**config.mk**
```make
export PLATFORM = sky130hd
export DESIGN_NAME = instr_encoder
export DESIGN_NICKNAME = d
export VERILOG_FILES = /design/src/rtl/instr_encoder.sv
export SDC_FILE = /design/constraint.sdc
export NUM_CORES = 1
export LEC_CHECK = 0
export CAP_MARGIN = 10
export CORE_MARGIN = 2
export CORE_UTILIZATION = 35
export CTS_CLUSTER_DIAMETER = 150
export DETAILED_ROUTE_END_ITERATION = 7
export GPL_TIMING_DRIVEN = 0
export PLACE_DENSITY = 0.62
export REMOVE_ABC_BUFFERS = 1
export SYNTH_ARGS = -nofsm -noshare
export SYNTH_HDL_FRONTEND = slang
export SYNTH_SLANG_ARGS = --single-unit
export TNS_END_PERCENT = 5
```
**constraint.sdc**
```tcl
create_clock -name clk -period 4.6 [get_ports clk]
set_input_delay 0.92 -clock clk [delete_from_list [all_inputs] [get_ports clk]]
set_output_delay 0.92 -clock clk [all_outputs]
set_load 0.02 [all_outputs]
```
**src/rtl/instr_encoder.sv**
```systemverilog
// instr_encoder: packs symbolic MIPS instructions into 32-bit words and streams them into
// consecutive instruction-memory words through a stallable write port.
//
// Optional feature: define ENC_ILLEGAL_TRAP_EN to drop illegal classes (10-15) with a one-cycle
// err pulse. When undefined, illegal classes encode as NOP (32'h0) and err is tied 0.
//
// Ports:
//   clk, rst_n              clock, asynchronous active-low reset
//   start, finish           one-cycle control pulses (arm loading / end loading)
//   in_valid, in_ready      instruction-field handshake
//   in_class, in_rs, in_rt, in_rd, in_funct, in_imm   symbolic instruction fields
//   imem_we, imem_addr, imem_wdata, imem_ready        instruction-memory write port
//   count, full, busy, err  status

module instr_encoder #(
   parameter logic [31:0] BASE_ADDR = 32'h0000_0000,
   parameter int unsigned DEPTH     = 256
) (
   input  logic        clk,
   input  logic        rst_n,
   input  logic        start,
   input  logic        finish,
   input  logic        in_valid,
   output logic        in_ready,
   input  logic [3:0]  in_class,
   input  logic [4:0]  in_rs,
   input  logic [4:0]  in_rt,
   input  logic [4:0]  in_rd,
   input  logic [5:0]  in_funct,
   input  logic [15:0] in_imm,
   output logic        imem_we,
   output logic [31:0] imem_addr,
   output logic [31:0] imem_wdata,
   input  logic        imem_ready,
   output logic [15:0] count,
   output logic        full,
   output logic        busy,
   output logic        err
);

`ifdef ENC_ILLEGAL_TRAP_EN
   localparam bit TrapEn = 1'b1;
`else
   localparam bit TrapEn = 1'b0;
`endif

   typedef enum logic [1:0] {StIdle, StLoad, StFull} state_e;

   state_e      state_q, state_d;
   logic        pend_q, pend_d;
   logic [31:0] data_q, data_d;
   logic [31:0] addr_q, addr_d;
   logic [15:0] count_q, count_d;
   logic        fin_q, fin_d;
   logic        err_q, err_d;

   logic [31:0] enc_word;
   logic        illegal;
   logic        complete;
   logic        accept;
   logic        load_word;

   // Instruction packing
   always_comb begin
      enc_word = 32'h0;
      illegal  = 1'b0;
      case (in_class)
         4'd0:    enc_word = {6'b000000, in_rs, in_rt, in_rd, 5'b00000, in_funct};
         4'd1:    enc_word = {6'b100011, in_rs, in_rt, in_imm};
         4'd2:    enc_word = {6'b101011, in_rs, in_rt, in_imm};
         4'd3:    enc_word = {6'b000100, in_rs, in_rt, in_imm};
         4'd4:    enc_word = {6'b100100, in_rs, in_rt, in_imm};
         4'd5:    enc_word = {6'b100000, in_rs, in_rt, in_imm};
         4'd6:    enc_word = {6'b011111, in_rs, in_rt, in_imm};
         4'd7:    enc_word = {6'b010000, in_rs, in_rt, in_imm};
         4'd8:    enc_word = {6'b000000, in_rs, in_rt, in_rd, 5'b00000, 6'b010100};
         4'd9:    enc_word = {6'b000000, in_rs, in_rt, in_rd, 5'b00000, 6'b010110};
         default: illegal  = 1'b1;
      endcase
   end

   // A pending word completing this cycle frees the slot for a same-cycle accept.
   // Acceptance also stops once finish has been seen, so no writes start after it.
   assign in_ready = (state_q == StLoad) && !fin_q && (!pend_q || imem_ready) &&
                     (({16'd0, count_q} + {31'd0, pend_q}) < DEPTH);

   assign complete  = pend_q & imem_ready;
   assign accept    = in_valid & in_ready & ~start & ~finish;
   assign load_word = accept & ~(TrapEn & illegal);

   always_comb begin
      state_d = state_q;
      pend_d  = pend_q;
      data_d  = data_q;
      addr_d  = addr_q;
      count_d = count_q;
      fin_d   = fin_q;
      err_d   = accept & TrapEn & illegal;

      if (complete) begin
         pend_d  = 1'b0;
         count_d = count_q + 16'd1;
         addr_d  = addr_q + 32'd4;
      end
      if (load_word) begin
         pend_d = 1'b1;
         data_d = enc_word;
      end

      case (state_q)
         StIdle: begin
            if (start) state_d = StLoad;
         end
         StLoad: begin
            if (finish || fin_q) begin
               // Hold in LOAD until the last pending write has drained
               if (!pend_d) begin
                  state_d = StIdle;
                  fin_d   = 1'b0;
               end else begin
                  fin_d = 1'b1;
               end
            end else if (complete && ({16'd0, count_d} == DEPTH)) begin
               state_d = StFull;
            end
         end
         StFull: begin
            if (finish) state_d = StIdle;
         end
         default: state_d = StIdle;
      endcase

      // start overrides everything: discard pending write and restart counters
      if (start) begin
         state_d = StLoad;
         pend_d  = 1'b0;
         addr_d  = BASE_ADDR;
         count_d = 16'd0;
         fin_d   = 1'b0;
      end
   end

   always_ff @(posedge clk or negedge rst_n) begin
      if (!rst_n) begin
         state_q <= StIdle;
         pend_q  <= 1'b0;
         data_q  <= 32'h0;
         addr_q  <= BASE_ADDR;
         count_q <= 16'd0;
         fin_q   <= 1'b0;
         err_q   <= 1'b0;
      end else begin
         state_q <= state_d;
         pend_q  <= pend_d;
         data_q  <= data_d;
         addr_q  <= addr_d;
         count_q <= count_d;
         fin_q   <= fin_d;
         err_q   <= err_d;
      end
   end

   assign imem_we    = pend_q;
   assign imem_addr  = addr_q;
   assign imem_wdata = data_q;
   assign count      = count_q;
   assign full       = ({16'd0, count_q} == DEPTH);
   assign busy       = (state_q == StLoad) || pend_q;
   assign err        = err_q;

endmodule

```
==> Yosys cells after proc, flatten, opt, wreduce, memory -nomap -nowiden <==
Cells that the tools add are included.
{ "word_totals": {"romBits": 0, "out_inout_bits": 85, "latchBits": 0, "mem_count": 0, "mem_bits_rw": 0, "reg_bits": 84} }
{ "classes": {"n_lt_le_gt_ge": 1, "muxes": 18, "div": 0, "bitwise_logic": 6, "reduce_logical": 16, "mul": 0, "addsub": 3, "n_shift": 0, "eq_ne": 17} }
{ "ops": {"columns": ["cell", "n"], "rows": [
  ["$pmux W32 S10", 1],
  ["$mux W32", 2],
  ["$add A32 B3 Y32 const B", 1],
  ["$eq A16 B9 Y1 const B", 2],
  ["$mux W16", 2],
  ["$add A16 B1 Y17", 1],
  ["$lt A17 B9 Y1 const B", 1],
  ["$add A16 B1 Y16 const B", 1],
  ["$eq A4 B3 Y1 const B", 4],
  ["$mux W2", 5],
  ["$eq A4 B2 Y1 const B", 2],
  ["$eq A4 B4 Y1 const B", 2],
  ["$mux W1", 7],
  ["$pmux W2 S3", 1],
  ["$reduce_bool A2 Y1", 3],
  ["$and A1 B1 Y1", 4],
  ["$eq A4 B1 Y1 const B", 1],
  ["$logic_and A1 B1 Y1", 4],
  ["$logic_not A4 Y1", 1],
  ["$ne A4 B2 Y1 const B", 1],
  ["$ne A4 B4 Y1 const B", 1],
  ["$reduce_and A4 Y1", 1],
  ["$logic_or A1 B1 Y1", 3],
  ["$ne A3 B3 Y1 const B", 1],
  ["7 further kinds", 9]
]} }

==> Depth between registers and ports, before layout <==
Gate-level depths: netlist of run 1.
{ "logic_depth": {"ltp_word": 12, "ltp_mapped": 8, "depth_no_buf": 7} }

==> Least setup slack after synthesis of run 1 <==
No wires, ideal clock.
{ "synth_timing": {"kind": "reg2out", "start": "register count_q[7] (netlist: count[7])", "end": "output port in_ready", "path_stages_with_launch": 8, "t_arrival_ps": 2171, "path_slack_ps": 1509, "required_time_ps": 3680, "n_path_buf": 1, "path_cell_list": "dfrtp_1 buf_2 and4_1 nand2_1 o31a_1 nor2_1 o21ai_0 nor4_1"} }
{ "synth_via": {"elab_chain_len": 3} }
{ "synth_rtl": {"columns": ["item", "line_no", "source"], "rows": [
  ["start, declared", "53", "logic [15:0] count_q, count_d;"],
  ["start signal, assigned", "157", "count_q <= count_d;"],
  ["$add A16 B1 Y17", "85", "(({16'd0, count_q} + {31'd0, pend_q}) < DEPTH);"],
  ["$lt A17 B9 Y1", "85", null],
  ["$logic_and A1 B1 Y1", "84", "assign in_ready = (state_q == StLoad) && !fin_q && (!pend_q || imem_ready) &&"],
  ["end, declared", "24", "output logic in_ready,"]
]} }
Every way passes these cells.

==> Final worst setup path of run 1 <==
{ "layout_timing": {"start": "register count_q[3] (netlist: count[3])", "end": "output port in_ready"} }
Same word-level chain as after synthesis.

==> metrics.csv, run 1 <==
stage;metric;value;unit
floorplan;FP Rows;41;
yosys;top cell type's share of synthesized area;45.1;%
pwr;Comb pwr share;20.3;%
clocking;Inserted Clock Buffers;9;
global_routing;first-pass GRT wire length;20.6;mm
placement;Buffers on Ports;128;
yosys;number of synthesized flops with an enable pin;0;
yosys;library cells used by synthesis;46;
run_status;status;finished clean;
finish;area grow syn2layout;39.2;%
route;DR DRC count;0;
clocking;Hold-fix buffers, CTS;0;
setup_path;Crit path max-delay family;simple AND/OR/NAND/NOR gates;
floorplan;Initial Utilization;35.7;%
pwr;Pint;1.49;mW
pwr;Switching Share;26.5;%
sta;Tcrit/Tclk final;85.9;%
clocking;CTS clock-pin slew for the worst setup and hold paths;0.06;ns
setup_path;Buf/Inv on CP;1;
setup_path;critical path type;register to output port;
pwr;Flop pwr share;40.3;%
clocking;Worst-Skew Late Latency;0.34;ns
clocking;CTS resizes;0;
sta;final hold vios;0;
finish;share of cells above drive strength 1;4.12;%
yosys;top cells by count, synth;81 x dfrtp_1, 55 x nor2_1, 52 x nand2_1, 29 x xor2_1, 25 x inv_1;
setup_path;kind of launch point of the worst setup path;register;
yosys;sequential-to-total area share from yosys stat;45.1;%
clocking;total clock sinks;81;
yosys;most common cell in the synthesized netlist;dfrtp_1;
yosys;post-synthesis simple-gate area fraction;24.6;%
yosys;xor and xnor area share after synthesis;7.80;%
setup_path;Crit. path cell count;6;
pwr;Leak;2.57;nW
finish;design area;0.00625;mm²
global_routing;initial antenna violation count;0;
placement;routability cong.;0.816;
route;final wirelength;12.2;mm
sta;Pins Over Slew Limit;0;
sta;worst-margin pin slew;0.893;ns
setup_path;slowest stage cell, crit path;clkdlybuf4s50_1;
hold_path;Hold Path Stages;1;
setup_path;delay of the slowest critical-path stage;0.67;ns
yosys;#FFs+latches synth;81;
clocking;Root Buffer;clkbuf_16;
yosys;largest family of logic cells by synthesized area;simple AND/OR/NAND/NOR gates;
global_routing;vias in the first global route;3995;
setup_path;worst-path cell chain;nand4_1 -> nor3_1 -> nand3b_1 -> a22o_1 -> nor4_1 -> clkdlybuf4s50_1;
clocking;H-tree levels;3;
sta;Setup-failing EPs final;0;
setup_path;FF-to-FF path depth;8;
yosys;Post-Syn Area;0.00449;mm²
route;Vias/cell;5.25;
pwr;maximum VDD drop;0.149;mV
yosys;Mapped Cells;487;
yosys;top post-synthesis cells by area;dfrtp_1 45%, xor2_1 5.7%, nor2_1 4.6%, nand2_1 4.3%, mux2i_1 4.2%;
global_routing;total track usage;18.3;%
yosys;ys flop type;dfrtp_1;
floorplan;I/O pin cnt;132;
yosys;post-synthesis adder-cell area fraction;0.835;%
placement;Inst Count DP;764;
floorplan;die height;117;µm
pwr;power per cell area;324;mW/mm²
floorplan;die width;117;µm
route;Routed WL per cell;15.6;µm
global_routing;GR Overflow Total;0;
setup_path;CP Max Fanout;15;
yosys;compound-gate portion of the synthesized area;8.05;%
finish;Final Instance Count excl. Fillers;779;
sta;Rel. slew slack;40.2;%
clocking;CTS tree;done;
route;post-route ant nets;0;
route;Pre-antenna DRT Iters;4;
sta;fmax;0.253;GHz
placement;area of placed instances;0.00592;mm²
yosys;Synth Area per Inst;9.23;µm²
yosys;Syn. warnings;0;
sta;Final Skew;0.00685;ns
global_routing;largest net degree at the start of global routing;58;
flow_run;Max Cap Violations;0;
route;routed via count;4086;
setup_path;Worst setup EP type;output port;
floorplan;CORE AREA;0.0126;mm²
placement;HPWL after detailed placement;8.71;mm
finish;Nets;653;
yosys;mux contribution to synthesized area;8.24;%
sta;RSZ-0062 raised after global routing;false;
pwr;Net Sw Power;0.536;mW
yosys;asr flop ratio synth;100;%
pwr;Clock power frac;39.5;%
floorplan;die area;0.0138;mm²
route;initial DRC count;223;
sta;min Tclk post-route;3.95;ns
yosys;Synth area leader;dfrtp_1;
setup_path;Crit path required time;3.68;ns
clocking;# Post-CTS Setup Buffers;0;
setup_path;Worst EP arrival;3.03;ns
clocking;Max Root-Sink Buffers;2;
finish;# diodes;0;
hold_path;worst hold path class;register to register;
[routing by layer]
layer / vias to the layer above / global-route usage, % / wire length, µm
li1: 1921 / - / -
met1: 2010 / 25.5 / 5730
met2: 139 / 27.6 / 5500
met3: 16 / 3.65 / 715
met4: 0 / 7.61 / 249
met5: - / 0 / 0
[kinds of logic (layout without fill, tap and decap cells)]
logic type / Yosys count / count (layout)
AOI/OAI and AO/OA: 56 / 56
xor gates and xnor gates: 40 / 40
adders and majority gates: 3 / 3
buffers and inverters: 54 / 172
DFF: 81 / 81
muxes: 35 / 35
other: 1 / 3
and+or+nand+nor: 217 / 217
[state kept, by name, summed over array words and instances, names as in the netlist]
signal and count:
count 16, imem_addr 30, state_q 2, imem_we 1, fin_q 1, imem_wdata 31
[layout make-up]
type	count	area (µm²)
clock buffers	11	253
multi-input cells	354	2240
well taps	172	215
repair buffers	132	1350
inverters	25	93.8
fillers	1173	6320
flip-flops and latches	81	2030
clock inverters	4	76.3
[worst paths after layout]
path                                      startpoint                    endpoint  slack (ns)
min reg2reg                imem_wdata[0]$_DFFE_PN0N_   imem_wdata[0]$_DFFE_PN0N_        0.48
max reg2reg                       count[3]$_DFF_PN0_  imem_wdata[13]$_DFFE_PN0N_        1.17
max                               count[3]$_DFF_PN0_                    in_ready        0.65
min in group asynchronous                      rst_n    imem_addr[8]$_DFFE_PN0N_        0.49
min                        imem_wdata[0]$_DFFE_PN0N_   imem_wdata[0]$_DFFE_PN0N_        0.48
max in group asynchronous                      rst_n         count[13]$_DFF_PN0_        3.51
[cell usage in the layout (no fill, tap or decap), types with 2 or more instances in the layout]
cell type	netlist	layout
dfrtp_1	81	81
nand4_1	22	22
bufinv_16	0	2
a21oi_1	18	18
and3_1	8	8
nor3_1	15	15
nand2_1	52	52
or4_1	3	3
mux2i_1	19	19
buf_8	0	2
ha_1	3	3
clkdlybuf4s50_1	0	126
o21a_1	2	2
conb_1	1	3
a22o_1	6	6
or2_2	2	2
and4_1	6	6
nand3b_1	2	2
a311o_1	2	2
mux2_1	16	16
o21ai_0	14	14
inv_1	25	25
or3_1	8	8
and2_1	2	2
nand2b_1	7	7
a22oi_1	2	2
nor2_1	55	55
clkbuf_8	0	2
clkbuf_16	0	9
nor4_1	6	6
nand3_1	20	20
xnor2_1	11	11
nor3b_1	4	4
o31ai_1	5	5
xor2_1	29	29
[metrics by stage]
stage	setup TNS (ns)	utilization [%]	power (mW)	hold WS, ns	worst slack, ns
finish	0	49.7	2.02	0.481	0.648
global route	0	49.7	2.11	0.493	0.511
CTS	0	49.7	2.05	0.488	0.620
detailed placement	0	47.1	1.24	0.474	0.646
global placement	-60.81	46.6	1.23	0.469	-0.790
floorplan	0	-	1.00	0.554	1.19
[power by group through the flow]
stage	Combinational, mW	Sequential (mW)	Clock [mW]
final	0.410	0.814	0.799
after global routing	0.438	0.822	0.853
after CTS	0.415	0.815	0.824
after detailed placement	0.413	0.828	0
after global placement	0.404	0.824	0
after floorplan	0.0889	0.912	0
No activity file was read; power rests on OpenSTA's default activity.
==> run 2: changes to the inputs <==
--- a/config.mk
+++ b/config.mk
@@ -12,6 +12,7 @@
 export DETAILED_ROUTE_END_ITERATION = 7
 export GPL_TIMING_DRIVEN = 0
 export PLACE_DENSITY = 0.62
+export RECOVER_POWER = 25
 export REMOVE_ABC_BUFFERS = 1
 export SYNTH_ARGS = -nofsm -noshare
 export SYNTH_HDL_FRONTEND = slang
==> run 2 against run 1 <==
Net effect:
- clock-buffer cell count did not move
- register-to-register slack about the same
- clock power is essentially flat
- cell count did not move
- highest routed layer unchanged
- routed wire length hardly changed
- utilization is 0.21 points lower
- worst setup slack improved by 0.0053 ns
==> metrics.csv, run 2 (synthesis results as in run 1) <==
stage;metric;value;unit
placement;HPWL after detailed placement;8.71;mm
sta;Tcrit/Tclk final;85.8;%
clocking;Root Buffer;clkbuf_16;
setup_path;CP Max Fanout;15;
sta;Pins Over Slew Limit;0;
global_routing;GR Overflow Total;0;
clocking;H-tree levels;3;
route;Pre-antenna DRT Iters;4;
route;post-route ant nets;0;
route;Vias/cell;5.26;
clocking;Inserted Clock Buffers;9;
setup_path;Worst setup EP type;output port;
sta;Rel. slew slack;3.54;%
clocking;Hold-fix buffers, CTS;0;
sta;Setup-failing EPs final;0;
route;DR DRC count;0;
global_routing;first-pass GRT wire length;20.6;mm
pwr;maximum VDD drop;0.148;mV
finish;Final Instance Count excl. Fillers;779;
finish;area grow syn2layout;38.6;%
pwr;power per cell area;324;mW/mm²
pwr;Leak;2.56;nW
floorplan;die width;117;µm
global_routing;total track usage;18.3;%
clocking;Max Root-Sink Buffers;2;
floorplan;die area;0.0138;mm²
run_status;status;finished clean;
clocking;CTS tree;done;
finish;Nets;653;
placement;area of placed instances;0.00592;mm²
route;final wirelength;12.2;mm
global_routing;initial antenna violation count;0;
floorplan;I/O pin cnt;132;
global_routing;vias in the first global route;3995;
sta;RSZ-0062 raised after global routing;false;
setup_path;Worst EP arrival;3.03;ns
floorplan;Initial Utilization;35.7;%
setup_path;critical path type;register to output port;
clocking;CTS clock-pin slew for the worst setup and hold paths;0.06;ns
global_routing;largest net degree at the start of global routing;58;
clocking;# Post-CTS Setup Buffers;0;
setup_path;kind of launch point of the worst setup path;register;
clocking;Worst-Skew Late Latency;0.34;ns
clocking;total clock sinks;81;
placement;Buffers on Ports;128;
floorplan;FP Rows;41;
finish;commonest non-fill, non-tap cell in the layout;clkdlybuf4s50_1;
hold_path;worst hold path class;register to register;
finish;number of fill cells in the layout;1178;
floorplan;CORE AREA;0.0126;mm²
finish;design area;0.00623;mm²
sta;min Tclk post-route;3.95;ns
route;routed via count;4097;
flow_run;Max Cap Violations;0;
sta;setup TNS;0;ns
floorplan;die height;117;µm
placement;Inst Count DP;764;
finish;# diodes;0;
clocking;CTS resizes;0;
placement;routability cong.;0.816;
route;initial DRC count;208;
sta;worst-margin pin slew;1.45;ns
sta;final hold vios;0;
finish;max FFs per register;31;
sta;Final Skew;0.00797;ns
finish;commonest non-fill, non-tap cells in the layout;126 x clkdlybuf4s50_1, 81 x dfrtp_1, 55 x nor2_1, 52 x nand2_1, 29 x xor2_1;
finish;share of cells above drive strength 1;3.95;%
sta;fmax;0.253;GHz
setup_path;Worst R2R Setup Slack;1.18;ns
setup_path;Crit path required time;3.68;ns
route;Routed WL per cell;15.6;µm
==> run 2: cell types whose count changed in the layout (fill, tap and decap cells not counted), sizes merged <==
cell / previous run / this run
buf: 6 / 4
clkbuf: 11 / 13
==> run 2: worst paths after layout <==
kind	startpoint	endpoint	cells after the start
setup reg to reg	count[3]$_DFF_PN0_	imem_wdata[13]$_DFFE_PN0N_	8
min in group asynchronous	rst_n	imem_addr[7]$_DFFE_PN0N_	1
setup / recovery	count[3]$_DFF_PN0_	in_ready	6
hold reg to reg	imem_wdata[0]$_DFFE_PN0N_	imem_wdata[0]$_DFFE_PN0N_	1
max in group asynchronous	rst_n	imem_wdata[20]$_DFFE_PN0N_	2
hold / removal	imem_wdata[0]$_DFFE_PN0N_	imem_wdata[0]$_DFFE_PN0N_	1
==> run 2: per-stage QoR <==
| stage | power, mW | hold slack (ns) | util [%] | worst slack [ns] |
|---|---|---|---|---|
| after global routing | 2.11 | 0.493 | 49.5 | 0.511 |
| final | 2.02 | 0.481 | 49.5 | 0.653 |
| after detailed placement | 1.24 | 0.474 | 47.1 | 0.646 |
| after floorplan | 1.00 | 0.554 | - | 1.19 |
| after global placement | 1.23 | 0.469 | 46.6 | -0.790 |
| after CTS | 2.05 | 0.488 | 49.7 | 0.620 |
==> run 2: layout make-up <==
type,instances,area (µm²),share of cell area (%)
Clock inverter,4,76.3,1.23
Inverter,25,93.8,1.51
Timing Repair Buffer,132,1330,21.3
Tap cell,172,215,3.46
Clock buffer,11,253,4.06
Sequential cell,81,2030,32.6
Multi-Input combinational cell,354,2240,35.9
==> run 2: critical path, stage by stage (launching register included) <==
cell and delay (ns):
dfrtp_1 0.63, nand4_1 0.40, nor3_1 0.30, nand3b_1 0.10, a22o_1 0.30, nor4_1 0.30
clkdlybuf4s50_1 0.67
==> run 2: layer usage <==
layer	global-route usage (%)	routed length (µm)
met5	0	0
met3	3.65	745
met1	25.5	5650
met2	27.6	5540
met4	7.61	249
==> run 2: where the power goes <==
part / leakage, nW / internal, mW / switching (mW)
registers: 1.09 / 0.780 / 0.0345
logic: 1.31 / 0.202 / 0.205
clock network: 0.158 / 0.503 / 0.295
total: 2.56 / 1.48 / 0.535
